==> src/rtl/sram_ctrl.sv <==
// sram_ctrl: valid/ready request port to async SRAM cs_n/wr_n/rd_n strobe sequencer
module sram_ctrl #(
    parameter int ACCESS_CYCLES = 2,
    parameter int ADDR_W        = 18,
    parameter int DATA_W        = 16
) (
    input  logic              clk,
    input  logic              rst_n,
    input  logic              req_valid,
    output logic              req_ready,
    input  logic              req_we,
    input  logic [ADDR_W-1:0] req_addr,
    input  logic [DATA_W-1:0] req_wdata,
    output logic              rsp_valid,
    output logic [DATA_W-1:0] rsp_rdata,
    output logic              sram_cs_n,
    output logic              sram_wr_n,
    output logic              sram_rd_n,
    output logic [ADDR_W-1:0] sram_addr,
    output logic [DATA_W-1:0] sram_dout,
    output logic              sram_oe,
    input  logic [DATA_W-1:0] sram_din
);
    localparam logic [3:0] CNT_LOAD = 4'(ACCESS_CYCLES - 1);

    typedef enum logic [1:0] {IDLE, SETUP, ACCESS, HOLD} state_e;

    state_e            state_q, state_d;
    logic [3:0]        cnt_q, cnt_d;
    logic              we_q, we_d;
    logic              cs_n_q, cs_n_d;
    logic              wr_n_q, wr_n_d;
    logic              rd_n_q, rd_n_d;
    logic              oe_q, oe_d;
    logic [ADDR_W-1:0] addr_q, addr_d;
    logic [DATA_W-1:0] dout_q, dout_d;
    logic              rsp_valid_q, rsp_valid_d;
    logic [DATA_W-1:0] rdata_q, rdata_d;
    logic              accept;

    assign req_ready = (state_q == IDLE) && rst_n;
    assign accept    = req_valid && req_ready;

    assign rsp_valid = rsp_valid_q;
    assign rsp_rdata = rdata_q;
    assign sram_cs_n = cs_n_q;
    assign sram_wr_n = wr_n_q;
    assign sram_rd_n = rd_n_q;
    assign sram_oe   = oe_q;
    assign sram_addr = addr_q;
    assign sram_dout = dout_q;

    // State and output registers; reset parks every strobe high and releases the pad at once
    always_ff @(posedge clk or negedge rst_n) begin
        if (!rst_n) begin
            state_q     <= IDLE;
            cnt_q       <= '0;
            we_q        <= 1'b0;
            cs_n_q      <= 1'b1;
            wr_n_q      <= 1'b1;
            rd_n_q      <= 1'b1;
            oe_q        <= 1'b0;
            addr_q      <= '0;
            dout_q      <= '0;
            rsp_valid_q <= 1'b0;
            rdata_q     <= '0;
        end else begin
            state_q     <= state_d;
            cnt_q       <= cnt_d;
            we_q        <= we_d;
            cs_n_q      <= cs_n_d;
            wr_n_q      <= wr_n_d;
            rd_n_q      <= rd_n_d;
            oe_q        <= oe_d;
            addr_q      <= addr_d;
            dout_q      <= dout_d;
            rsp_valid_q <= rsp_valid_d;
            rdata_q     <= rdata_d;
        end
    end

    // Next state: one setup cycle, counted access window, one hold cycle, mandatory idle
    always_comb begin
        state_d = state_q;
        case (state_q)
            IDLE:    state_d = accept ? SETUP : IDLE;
            SETUP:   state_d = ACCESS;
            ACCESS:  state_d = (cnt_q == 4'd0) ? HOLD : ACCESS;
            HOLD:    state_d = IDLE;
            default: state_d = IDLE;
        endcase
    end

    // Next pin values, registered so the SRAM sees no combinational path from the request port
    always_comb begin
        cnt_d       = cnt_q;
        we_d        = we_q;
        cs_n_d      = cs_n_q;
        wr_n_d      = wr_n_q;
        rd_n_d      = rd_n_q;
        oe_d        = oe_q;
        addr_d      = addr_q;
        dout_d      = dout_q;
        rsp_valid_d = 1'b0;
        rdata_d     = rdata_q;
        case (state_q)
            IDLE: begin
                if (accept) begin
                    we_d   = req_we;
                    addr_d = req_addr;
                    dout_d = req_wdata;
                    cs_n_d = 1'b0;
                    oe_d   = req_we;
                end
            end
            SETUP: begin
                cnt_d  = CNT_LOAD;
                wr_n_d = !we_q;
                rd_n_d = we_q;
            end
            ACCESS: begin
                if (cnt_q == 4'd0) begin
                    wr_n_d      = 1'b1;
                    rd_n_d      = 1'b1;
                    rsp_valid_d = 1'b1;
                    rdata_d     = we_q ? rdata_q : sram_din;
                end else begin
                    cnt_d = cnt_q - 4'd1;
                end
            end
            HOLD: begin
                cs_n_d = 1'b1;
                oe_d   = 1'b0;
            end
            default: begin
                cs_n_d = 1'b1;
                oe_d   = 1'b0;
            end
        endcase
    end
endmodule

==> config.mk <==
export PLATFORM = sky130hd
export DESIGN_NAME = sram_ctrl
export DESIGN_NICKNAME = d
export VERILOG_FILES = /design/src/rtl/sram_ctrl.sv
export SDC_FILE = /design/constraint.sdc
export NUM_CORES = 1
export LEC_CHECK = 0
export CAP_MARGIN = 10
export CELL_PAD_IN_SITES_DETAIL_PLACEMENT = 0
export CELL_PAD_IN_SITES_GLOBAL_PLACEMENT = 2
export CORE_ASPECT_RATIO = 0.9
export CORE_MARGIN = 3
export CORE_UTILIZATION = 29
export DETAILED_ROUTE_END_ITERATION = 10
export GPL_TIMING_DRIVEN = 0
export PLACE_DENSITY_LB_ADDON = 0.1
export SLEW_MARGIN = 10
export SYNTH_ARGS = -nofsm -noshare
export SYNTH_HDL_FRONTEND = slang
export SYNTH_SLANG_ARGS = --single-unit
export TNS_END_PERCENT = 30
==> constraint.sdc <==
create_clock -name clk -period 2.7 [get_ports clk]
set_clock_uncertainty 0.15 [all_clocks]
set_input_delay 0.27 -clock clk [delete_from_list [all_inputs] [get_ports clk]]
set_output_delay 0.27 -clock clk [all_outputs]
set_load 0.02 [all_outputs]
==> impl_metrics.json, run 1 <==
{
  "status": "finished, final reports clean",
  "routed_wl_um": 5825,
  "synthToLayoutAreaGrowth_pct": 57.21,
  "max_slew_margin": 0.7823,
  "clk_pin_slew_ns": 0.07,
  "die_area_um2": 9923,
  "finalMaxSlewViolations": 0,
  "period_share": 0.9495,
  "initial_core_util": 0.3062,
  "ys_seq_area_frac": 0.6120,
  "tightest_slew_ns": 0.3258,
  "rsz0062_at_grt": "false",
  "insertedDiodeCount": 0,
  "post-synth-top-area-cell": "dfrtp_1",
  "dr_wl_met2_um": 2541,
  "crit_type": "in2out",
  "globalplace.congestion": 0.7171,
  "wl_met3_um": 520,
  "maxCapViolations": 0,
  "drive_gt1_frac": 0.2778,
  "final_common_cell": "clkdlybuf4s50_1",
  "finalPower_uw": 4839,
  "synthCells": 161,
  "met1Wirelength_um": 2678,
  "drtIter0Drc": 21,
  "power_density_nw_per_um2": 1211,
  "rows": 31,
  "ios": 110,
  "drtAntennaViolNets": 0,
  "finalSetupViolations": 0,
  "final_cell_mix": "108 x clkdlybuf4s50_1, 59 x dfrtp_1, 42 x mux2_2",
  "cp-start-kind": "input pin",
  "root_buffer": "clkbuf_8",
  "synth_warnings": 0,
  "peakVddDrop_mv": 0.4475,
  "grt_max_degree": 49,
  "dr.pass1.iters": 4,
  "track_usage": 0.1234,
  "fmax_mhz": 390.1,
  "crit_path_max_fanout": 48,
  "h-tree-depth": 3,
  "hold_path_class": "in2async",
  "grt_pass1_vias": 1860,
  "fin_crit_ns": 2.564,
  "worstPathArrival_ns": 2.14,
  "fin_nets": 343,
  "vias_per_cell": 4.241,
  "port_buffers": 109,
  "synth.cell_area_um2": 2541,
  "die_x_um": 104.7,
  "clk_latency_ns": 0.33,
  "cts_resized": 0,
  "wire_per_inst_um": 14.45,
  "cts.hold.buffers_added": 1,
  "critPathRequiredTime_ns": 2.28,
  "placed_cells": 386,
  "overflow": 0,
  "cts_tree": "built",
  "final_cells": 403,
  "drc": 0,
  "synthesis.nets": 221,
  "die_y_um": 94.81,
  "endpoint_kind": "primary output",
  "post_cts.repair.setup_buffers": 0,
  "fillers": 792,
  "hold_viol": 0,
  "fin_tns_setup_ns": 0,
  "power.static_leakage_uw": 0.001688,
  "synth.top_cell.area_share": 0.5810,
  "antenna_found_initial": 0,
  "grt_pass1_wl_um": 9515,
  "yosys-top-cells-area": "dfrtp_1 58%, mux2_2 19%, mux2_4 5.9%",
  "top_layer": "met4",
  "core_area_um2": 8300,
  "synth_cell_types": 28,
  "cts_buffers": 9,
  "clockBufferDepth": 2,
  "syn_area_per_cell_um2": 15.78,
  "via_count": 1709,
  "hpwl_um": 4343,
  "numClockSinks": 62,
  "synth_seq_cells": 62
}
==> kinds of logic after synthesis <==
group | synth area share
buf+inv | 0.02610
flops | 0.6120
fa+ha+maj | 0.02954
mux | 0.2491
simple gates | 0.04481
xor+xnor | 0.003447
compound gates | 0.03496
==> metal layers <==
| layer | global-route usage | vias to the layer above |
|---|---|---|
| met2 | 0.1833 | 76 |
| met3 | 0.05878 | 10 |
| li1 | - | 813 |
| met5 | 0 | - |
| met4 | 0.04590 | 0 |
| met1 | 0.1569 | 810 |
==> cell usage after synthesis <==
library cell,number
and2_1,1
nand2_1,1
xnor2_1,1
nor2b_1,1
nor3b_1,1
dfstp_2,3
a22o_1,1
nor2_1,2
buf_4,1
nand3_1,2
ha_1,6
mux2i_1,1
o31ai_1,1
buf_2,4
mux2_2,42
a21oi_1,2
or4_1,1
dfrtp_1,59
buf_12,1
o22a_1,2
o21ai_0,7
a22o_2,1
nand2b_1,2
nand4bb_4,1
nor2_8,1
mux2_4,10
inv_1,5
nor3_1,1
==> worst paths after layout <==
check | cells past startpoint | endpoint | start | slack, ns
min reg2reg | 1 | sram_addr[16]$_DFFE_PN0P_ | sram_addr[16]$_DFFE_PN0P_ | 0.35
max reg2reg | 7 | rsp_rdata[9]$_DFFE_PN0P_ | state_q[0]$_DFF_PN0_ | 0.78
max | 5 | req_ready | rst_n | 0.14
min | 2 | rsp_rdata[11]$_DFFE_PN0P_ | rst_n | 0.20
max in group asynchronous | 3 | sram_cs_n$_DFFE_PN1P_ | rst_n | 1.63
min in group clk | 1 | sram_addr[16]$_DFFE_PN0P_ | sram_addr[16]$_DFFE_PN0P_ | 0.35
==> sequential cells by signal, indices dropped and copies added, names as in the netlist <==
name       cells
sram_addr     18
rsp_rdata     16
sram_dout     16
cnt_q          4
state_q        2
rsp_valid      1
sram_cs_n      1
sram_oe        1
sram_rd_n      1
sram_wr_n      1
we_q           1
==> critical path, cell delays in order <==
cell and delay [ns]:
dlygate4sd3_1 0.52, buf_4 0.26, buf_16 0.27, and2_1 0.19, clkdlybuf4s50_1 0.60
==> area by class of cell <==
type | instances | area [um2] | share of cell area
buffer | 6 | 47.55 | 0.01190
timing repair buffer | 111 | 1126 | 0.2819
clock buffer | 11 | 131.4 | 0.03288
tap | 115 | 143.9 | 0.03602
multi-input combinational | 88 | 919.6 | 0.2302
clock inverter | 5 | 52.55 | 0.01315
sequential | 62 | 1555 | 0.3893
inverter | 5 | 18.77 | 0.004698
==> power by group <==
group / switching (uW) / total [uW] / internal (uW)
clock: 346 / 768 / 422
sequential: 256 / 1660 / 1400
combinational: 1090 / 2410 / 1320
==> per-stage QoR <==
stage	setup slack [ns]	cell area, um2	util	hold WS [ns]
after floorplan	0.9317	2541	-	-0.1756
after global placement	-1.749	3776	0.4549	0.3358
after detailed placement	0.6380	3801	0.4579	0.007708
after CTS	0.08166	3995	0.4813	0.1896
after global routing	0.01723	3995	0.4813	0.2055
final	0.1364	3995	0.4813	0.1995
Power figures use the tool's default switching activity.
==> inputs of run 2 (changes only) <==
--- a/config.mk
+++ b/config.mk
@@ -11,6 +11,7 @@
 export CORE_ASPECT_RATIO = 0.9
 export CORE_MARGIN = 3
 export CORE_UTILIZATION = 29
+export CTS_CLUSTER_DIAMETER = 40
 export DETAILED_ROUTE_END_ITERATION = 10
 export GPL_TIMING_DRIVEN = 0
 export PLACE_DENSITY_LB_ADDON = 0.1
==> results of run 2 <==
No change in the layout: final DEF, timing and power equal those of run 1.
==> inputs of run 3 (changes only) <==
--- a/config.mk
+++ b/config.mk
@@ -12,6 +12,7 @@
 export CORE_MARGIN = 3
 export CORE_UTILIZATION = 29
 export CTS_CLUSTER_DIAMETER = 40
+export CTS_CLUSTER_SIZE = 30
 export DETAILED_ROUTE_END_ITERATION = 10
 export GPL_TIMING_DRIVEN = 0
 export PLACE_DENSITY_LB_ADDON = 0.1
==> results of run 3 <==
No change in the layout: final DEF, timing and power equal those of run 1.
